===== src/rtl/counter_pkg.sv =====
// Shared types and limits for the parametrised counter.
// Optional auto-reload is built when COUNTER_AUTORELOAD_EN is defined.
package counter_pkg;

  typedef enum logic [2:0] {
    CMD_NONE,
    CMD_LOAD,
    CMD_DEC,
    CMD_INC,
    CMD_HALF,
    CMD_DOUBLE
  } cmd_t;

  localparam int unsigned WIDTH_MIN = 2;
  localparam int unsigned WIDTH_MAX = 32;

endpackage


===== src/rtl/counter_cmd_prio.sv =====
// Fixed-priority encoder from the five command strobes to one command.
// Optional auto-reload is built when COUNTER_AUTORELOAD_EN is defined.
module counter_cmd_prio
  import counter_pkg::*;
(
  input  logic latch,
  input  logic dec,
  input  logic inc,
  input  logic divide_by_two,
  input  logic multiply_by_two,
  output cmd_t cmd
);

  always_comb begin
    cmd = CMD_NONE;
    if (latch)                cmd = CMD_LOAD;
    else if (dec)             cmd = CMD_DEC;
    else if (inc)             cmd = CMD_INC;
    else if (divide_by_two)   cmd = CMD_HALF;
    else if (multiply_by_two) cmd = CMD_DOUBLE;
  end

endmodule


===== src/rtl/counter_param.sv =====
// Saturating load/dec/inc/halve/double counter with status pulses.
// COUNTER_AUTORELOAD_EN adds a reload register turning it into a down-timer.
module counter_param
  import counter_pkg::*;
#(
  parameter int unsigned WIDTH = 8
) (
  input  logic             clock,
  input  logic             reset_n,
  input  logic [WIDTH-1:0] in,
  input  logic             latch,
  input  logic             dec,
  input  logic             inc,
  input  logic             divide_by_two,
  input  logic             multiply_by_two,
`ifdef COUNTER_AUTORELOAD_EN
  input  logic             reload_en,
  output logic             expired,
`endif
  output logic [WIDTH-1:0] value,
  output logic             zero,
  output logic             full,
  output logic             sat
);

  if (WIDTH < WIDTH_MIN || WIDTH > WIDTH_MAX) begin : g_bad_width
    $error("counter_param: WIDTH out of range");
  end

  localparam logic [WIDTH-1:0] ONES = '1;

  cmd_t             cmd;
  logic [WIDTH-1:0] value_q;
  logic [WIDTH-1:0] value_d;
  logic             sat_d;

`ifdef COUNTER_AUTORELOAD_EN
  logic [WIDTH-1:0] reload_q;
  logic             exp_d;
`endif

  counter_cmd_prio u_prio (
    .latch           (latch),
    .dec             (dec),
    .inc             (inc),
    .divide_by_two   (divide_by_two),
    .multiply_by_two (multiply_by_two),
    .cmd             (cmd)
  );

  always_comb begin
    value_d = value_q;
    sat_d   = 1'b0;
`ifdef COUNTER_AUTORELOAD_EN
    exp_d   = 1'b0;
`endif
    unique case (cmd)
      CMD_LOAD: value_d = in;
      CMD_DEC: begin
        if (value_q != '0) begin
          value_d = value_q - 1'b1;
        end
`ifdef COUNTER_AUTORELOAD_EN
        else if (reload_en) begin
          value_d = reload_q;
          exp_d   = 1'b1;
        end
`endif
        else begin
          sat_d = 1'b1;
        end
      end
      CMD_INC: begin
        if (value_q != ONES) value_d = value_q + 1'b1;
        else sat_d = 1'b1;
      end
      CMD_HALF: value_d = value_q >> 1;
      CMD_DOUBLE: begin
        // MSB set means the shift would lose a bit: clamp instead
        if (value_q[WIDTH-1]) begin
          value_d = ONES;
          sat_d   = 1'b1;
        end else begin
          value_d = value_q << 1;
        end
      end
      default: ;
    endcase
  end

  always_ff @(posedge clock or negedge reset_n) begin
    if (!reset_n) begin
      value_q <= '0;
      sat     <= 1'b0;
    end else begin
      value_q <= value_d;
      sat     <= sat_d;
    end
  end

`ifdef COUNTER_AUTORELOAD_EN
  always_ff @(posedge clock or negedge reset_n) begin
    if (!reset_n) begin
      reload_q <= '0;
      expired  <= 1'b0;
    end else begin
      if (cmd == CMD_LOAD) reload_q <= in;
      expired <= exp_d;
    end
  end
`endif

  assign value = value_q;
  assign zero  = (value_q == '0);
  assign full  = (value_q == ONES);

endmodule


===== config.mk =====
export PLATFORM = sky130hd
export DESIGN_NAME = counter_param
export DESIGN_NICKNAME = d
export VERILOG_FILES = /design/src/rtl/counter_pkg.sv /design/src/rtl/counter_cmd_prio.sv /design/src/rtl/counter_param.sv
export SDC_FILE = /design/constraint.sdc
export NUM_CORES = 1
export LEC_CHECK = 0
export BUFFER_PORTS_ARGS = -buffer_cell sky130_fd_sc_hd__buf_2
export CORE_MARGIN = 2
export CORE_UTILIZATION = 40
export CTS_CLUSTER_DIAMETER = 150
export CTS_CLUSTER_SIZE = 24
export DETAILED_ROUTE_END_ITERATION = 10
export PLACE_DENSITY = 0.6
export SKIP_LAST_GASP = 1
export SLEW_MARGIN = 20
export SYNTH_ARGS = -nofsm -noshare
export SYNTH_HDL_FRONTEND = slang
export SYNTH_SLANG_ARGS = --single-unit
export TNS_END_PERCENT = 1

===== constraint.sdc =====
create_clock -name clock -period 2.46 [get_ports clock]
set_input_delay 0.123 -clock clock [delete_from_list [all_inputs] [get_ports clock]]
set_output_delay 0.123 -clock clock [all_outputs]
set_load 0.03 [all_outputs]

==> results.sh <==
export IMPL_row_count=18
export IMPL_seq_power_share=0.272
export IMPL_status="completed"
export IMPL_final_area_um2=1237
export IMPL_p_switching_uw=369.1
export IMPL_ant_nets=0
export IMPL_setup_violations=0
export IMPL_power_density_nw_per_um2=651.3
export IMPL_postCtsSetupRepairBufs=0
export IMPL_vdd_drop_max_mv=0.2929
export IMPL_final_common_cell="buf_2"
export IMPL_ctsResizeCount=0
export IMPL_route_detailed_drc=0
export IMPL_routed_wl_um=2694
export IMPL_synth_cell_types=43
export IMPL_leakagePower_uw=0.0005759
export IMPL_power_frac_comb=0.581
export IMPL_synthArstFlopShare=1.000
export IMPL_n_antenna_cell=0
export IMPL_n_fill_cell=243
export IMPL_fmax_mhz=459.8
export IMPL_crit_required_ns=2.62
export IMPL_dp_hpwl_um=2189
export IMPL_fin_crit_sh=0.8841
export IMPL_crit_arrival_ns=2.33
export IMPL_grt_pass1_vias=904
export IMPL_syn_avg_cell_area_um2=7.978
export IMPL_crit_type="reg2reg"
export IMPL_dieArea_um2=2908
export IMPL_via_per_inst=5.616
export IMPL_start_util=0.4138
export IMPL_cts_sinks=9
export IMPL_clk_latency_ns=0.27
export IMPL_clock_path_buffers=2
export IMPL_ys_seq_area_frac=0.2258
export IMPL_post_route_min_period_ns=2.175
export IMPL_hold_violations=0
export IMPL_cts_root_buf="clkbuf_4"
export IMPL_ys_ff_latch=9
export IMPL_syn_inst=125
export IMPL_final_layout_size_suffix_gt1_frac=0.3000
export IMPL_worst_setup_path_end_kind="register"
export IMPL_core_region_area_um2=2410
export IMPL_tightest_slew_ns=0.5939
export IMPL_overflow=0
export IMPL_critPathLaunchType="register"
export IMPL_power_frac_clock=0.147
export IMPL_place_congestion=0.7525
export IMPL_grt_pass1_wl_um=4264
export IMPL_synth_edf_count=0
export IMPL_finalPower_uw=805.9
export IMPL_cts_tree="done"
export IMPL_wl_per_cell_um=14.18
export IMPL_path_delay_family="simple AND/OR/NAND/NOR gates"
export IMPL_skew_ns=0.001568
export IMPL_fp_dieH_um=53.93
export IMPL_grtUsageTotal=0.2083
export IMPL_maxCapViolations=0
export IMPL_setup_tns_ns=0
export IMPL_p_int_uw=436.8
export IMPL_clk_pin_slew_worst_paths_ns=0.06
export IMPL_post_route_util=0.5135
export IMPL_antenna_found_initial=0
export IMPL_vias=1067
export IMPL_placed_area_um2=1201
export IMPL_drt_pass1_iterations=4
export IMPL_fp_dieW_um=53.93
export IMPL_rsz0062_at_grt="no"
export IMPL_synth_flop_cell="dfrtp_1"
export IMPL_crit_slowest_cell="or4_4"
export IMPL_yosysWarnings=0
export IMPL_drt_iter0_drc=33
export IMPL_grt_max_degree=13
export IMPL_min_path_type="in2reg"
export IMPL_nNetsFinal=183
export IMPL_crit_fanout=12
export IMPL_cts_max_level=1
export IMPL_synth_area_um2=997.2
export IMPL_ios=26
export IMPL_layout_common_cells="25 x buf_2, 16 x nor2_1, 12 x a21oi_1"
export IMPL_syn_nets=147
export IMPL_area_growth_pct=24.09
export IMPL_cts_buffers=3
export IMPL_cp_cell_sequence="or4_4 -> nor4_4 -> mux2i_2 -> o22ai_4 -> buf_4 -> a21oi_1 -> a21o_1"
export IMPL_switching_share=0.4580
export IMPL_io_buffer_count=25
export IMPL_drv_slew=0
export IMPL_max_stage_delay_ns=0.56
export IMPL_path_buf_inv=1
export IMPL_max_slew_margin_rel=0.6040
per-layer routing:
layer | wire length (um) | share of wire | GRT usage | vias to the layer above
met4 | 43 | 0.016 | 0.08974 | 0
met5 | 0 | 0 | 0 | -
met2 | 1267 | 0.47 | 0.3211 | 33
met1 | 1243 | 0.46 | 0.2879 | 499
li1 | - | - | - | 531
met3 | 139 | 0.052 | 0.02778 | 4
registers in the layout, indices dropped and copies added (netlist names):
signal,cells
sat,1
value,8
worst register-to-register path, delay by kind of cell, from the launching register on:
family | cells | cell delay, ns
compound gates | 3 | 0.44
buf+inv | 1 | 0.23
flops | 1 | 0.48
mux | 1 | 0.15
simple gates | 2 | 0.77
cells by family (layout without fill, tap and decap cells):
| kind of cell | after synthesis | count (layout) | synth area share |
|---|---|---|---|
| simple gates | 47 | 47 | 0.2447 |
| compound gates | 43 | 43 | 0.2986 |
| buf+inv | 10 | 45 | 0.04518 |
| flops | 9 | 9 | 0.2259 |
| fa+ha+maj | 7 | 7 | 0.09536 |
| xor+xnor | 5 | 5 | 0.04391 |
| mux | 4 | 4 | 0.04642 |
final cells by class:
class / count / area (um2) / share of cell area
clock buffers: 4 / 26.28 / 0.02123
inverters: 7 / 26.28 / 0.02123
multi-input cells: 106 / 726.9 / 0.5875
flip-flops and latches: 9 / 225.2 / 0.1820
well taps: 30 / 37.54 / 0.03033
repair buffers: 34 / 195.2 / 0.1577
what timing repair did:
item,4_1_cts,5_1_grt
endpoints found under the setup margin,0,0
hold buffers,1,0
hold endpoints to repair,9,0
worst paths after layout:
check                           startpoint  endpoint  slack [ns]  cells past startpoint
min in group asynchronous          reset_n  value[5]        0.23                      2
max in group asynchronous          reset_n  value[3]        2.05                      2
worst max register to register    value[1]  value[6]        0.29                      7
worst min-delay path                 in[2]  value[2]        0.17                      3
worst min register to register    value[6]  value[6]        0.65                      2
worst max-delay path              value[1]  value[6]        0.29                      7
cells in the mapped netlist, types with 2 or more instances:
cell / count / area [um2]
nor2_1: 16 / 60.06
a21oi_1: 12 / 60.06
nand2_1: 11 / 41.29
dfrtp_1: 9 / 225.2
o21ai_0: 8 / 40.04
inv_1: 7 / 26.28
ha_1: 6 / 75.07
o22ai_1: 4 / 25.02
xor2_1: 4 / 35.03
a21o_1: 3 / 22.52
nor2b_1: 3 / 18.77
or2_2: 3 / 18.77
a221o_1: 2 / 20.02
clkbuf_1: 2 / 7.510
mux2_2: 2 / 22.52
nand2b_1: 2 / 12.51
nand3_1: 2 / 10.01
nand4_1: 2 / 12.51
o21a_1: 2 / 15.01
or3_1: 2 / 12.51
through the flow:
stage,cells,hold slack (ns),setup slack [ns]
3_3_place_gp,185,-0.01450,0.08110
2_1_floorplan,125,-0.1726,0.02728
6_report,190,0.1658,0.2851
3_5_place_dp,185,-0.006110,0.03107
4_1_cts,190,0.1695,0.2969
5_1_grt,190,0.1738,0.1176
power groups by stage:
stage / Sequential (uW) / Combinational (uW) / Clock [uW]
after CTS: 218 / 471 / 124
after global placement: 219 / 465 / 0
final: 219 / 468 / 119
after floorplan: 272 / 266 / 0
after detailed placement: 221 / 468 / 0
after global routing: 223 / 522 / 133
(Power assumes the default switching activity.)
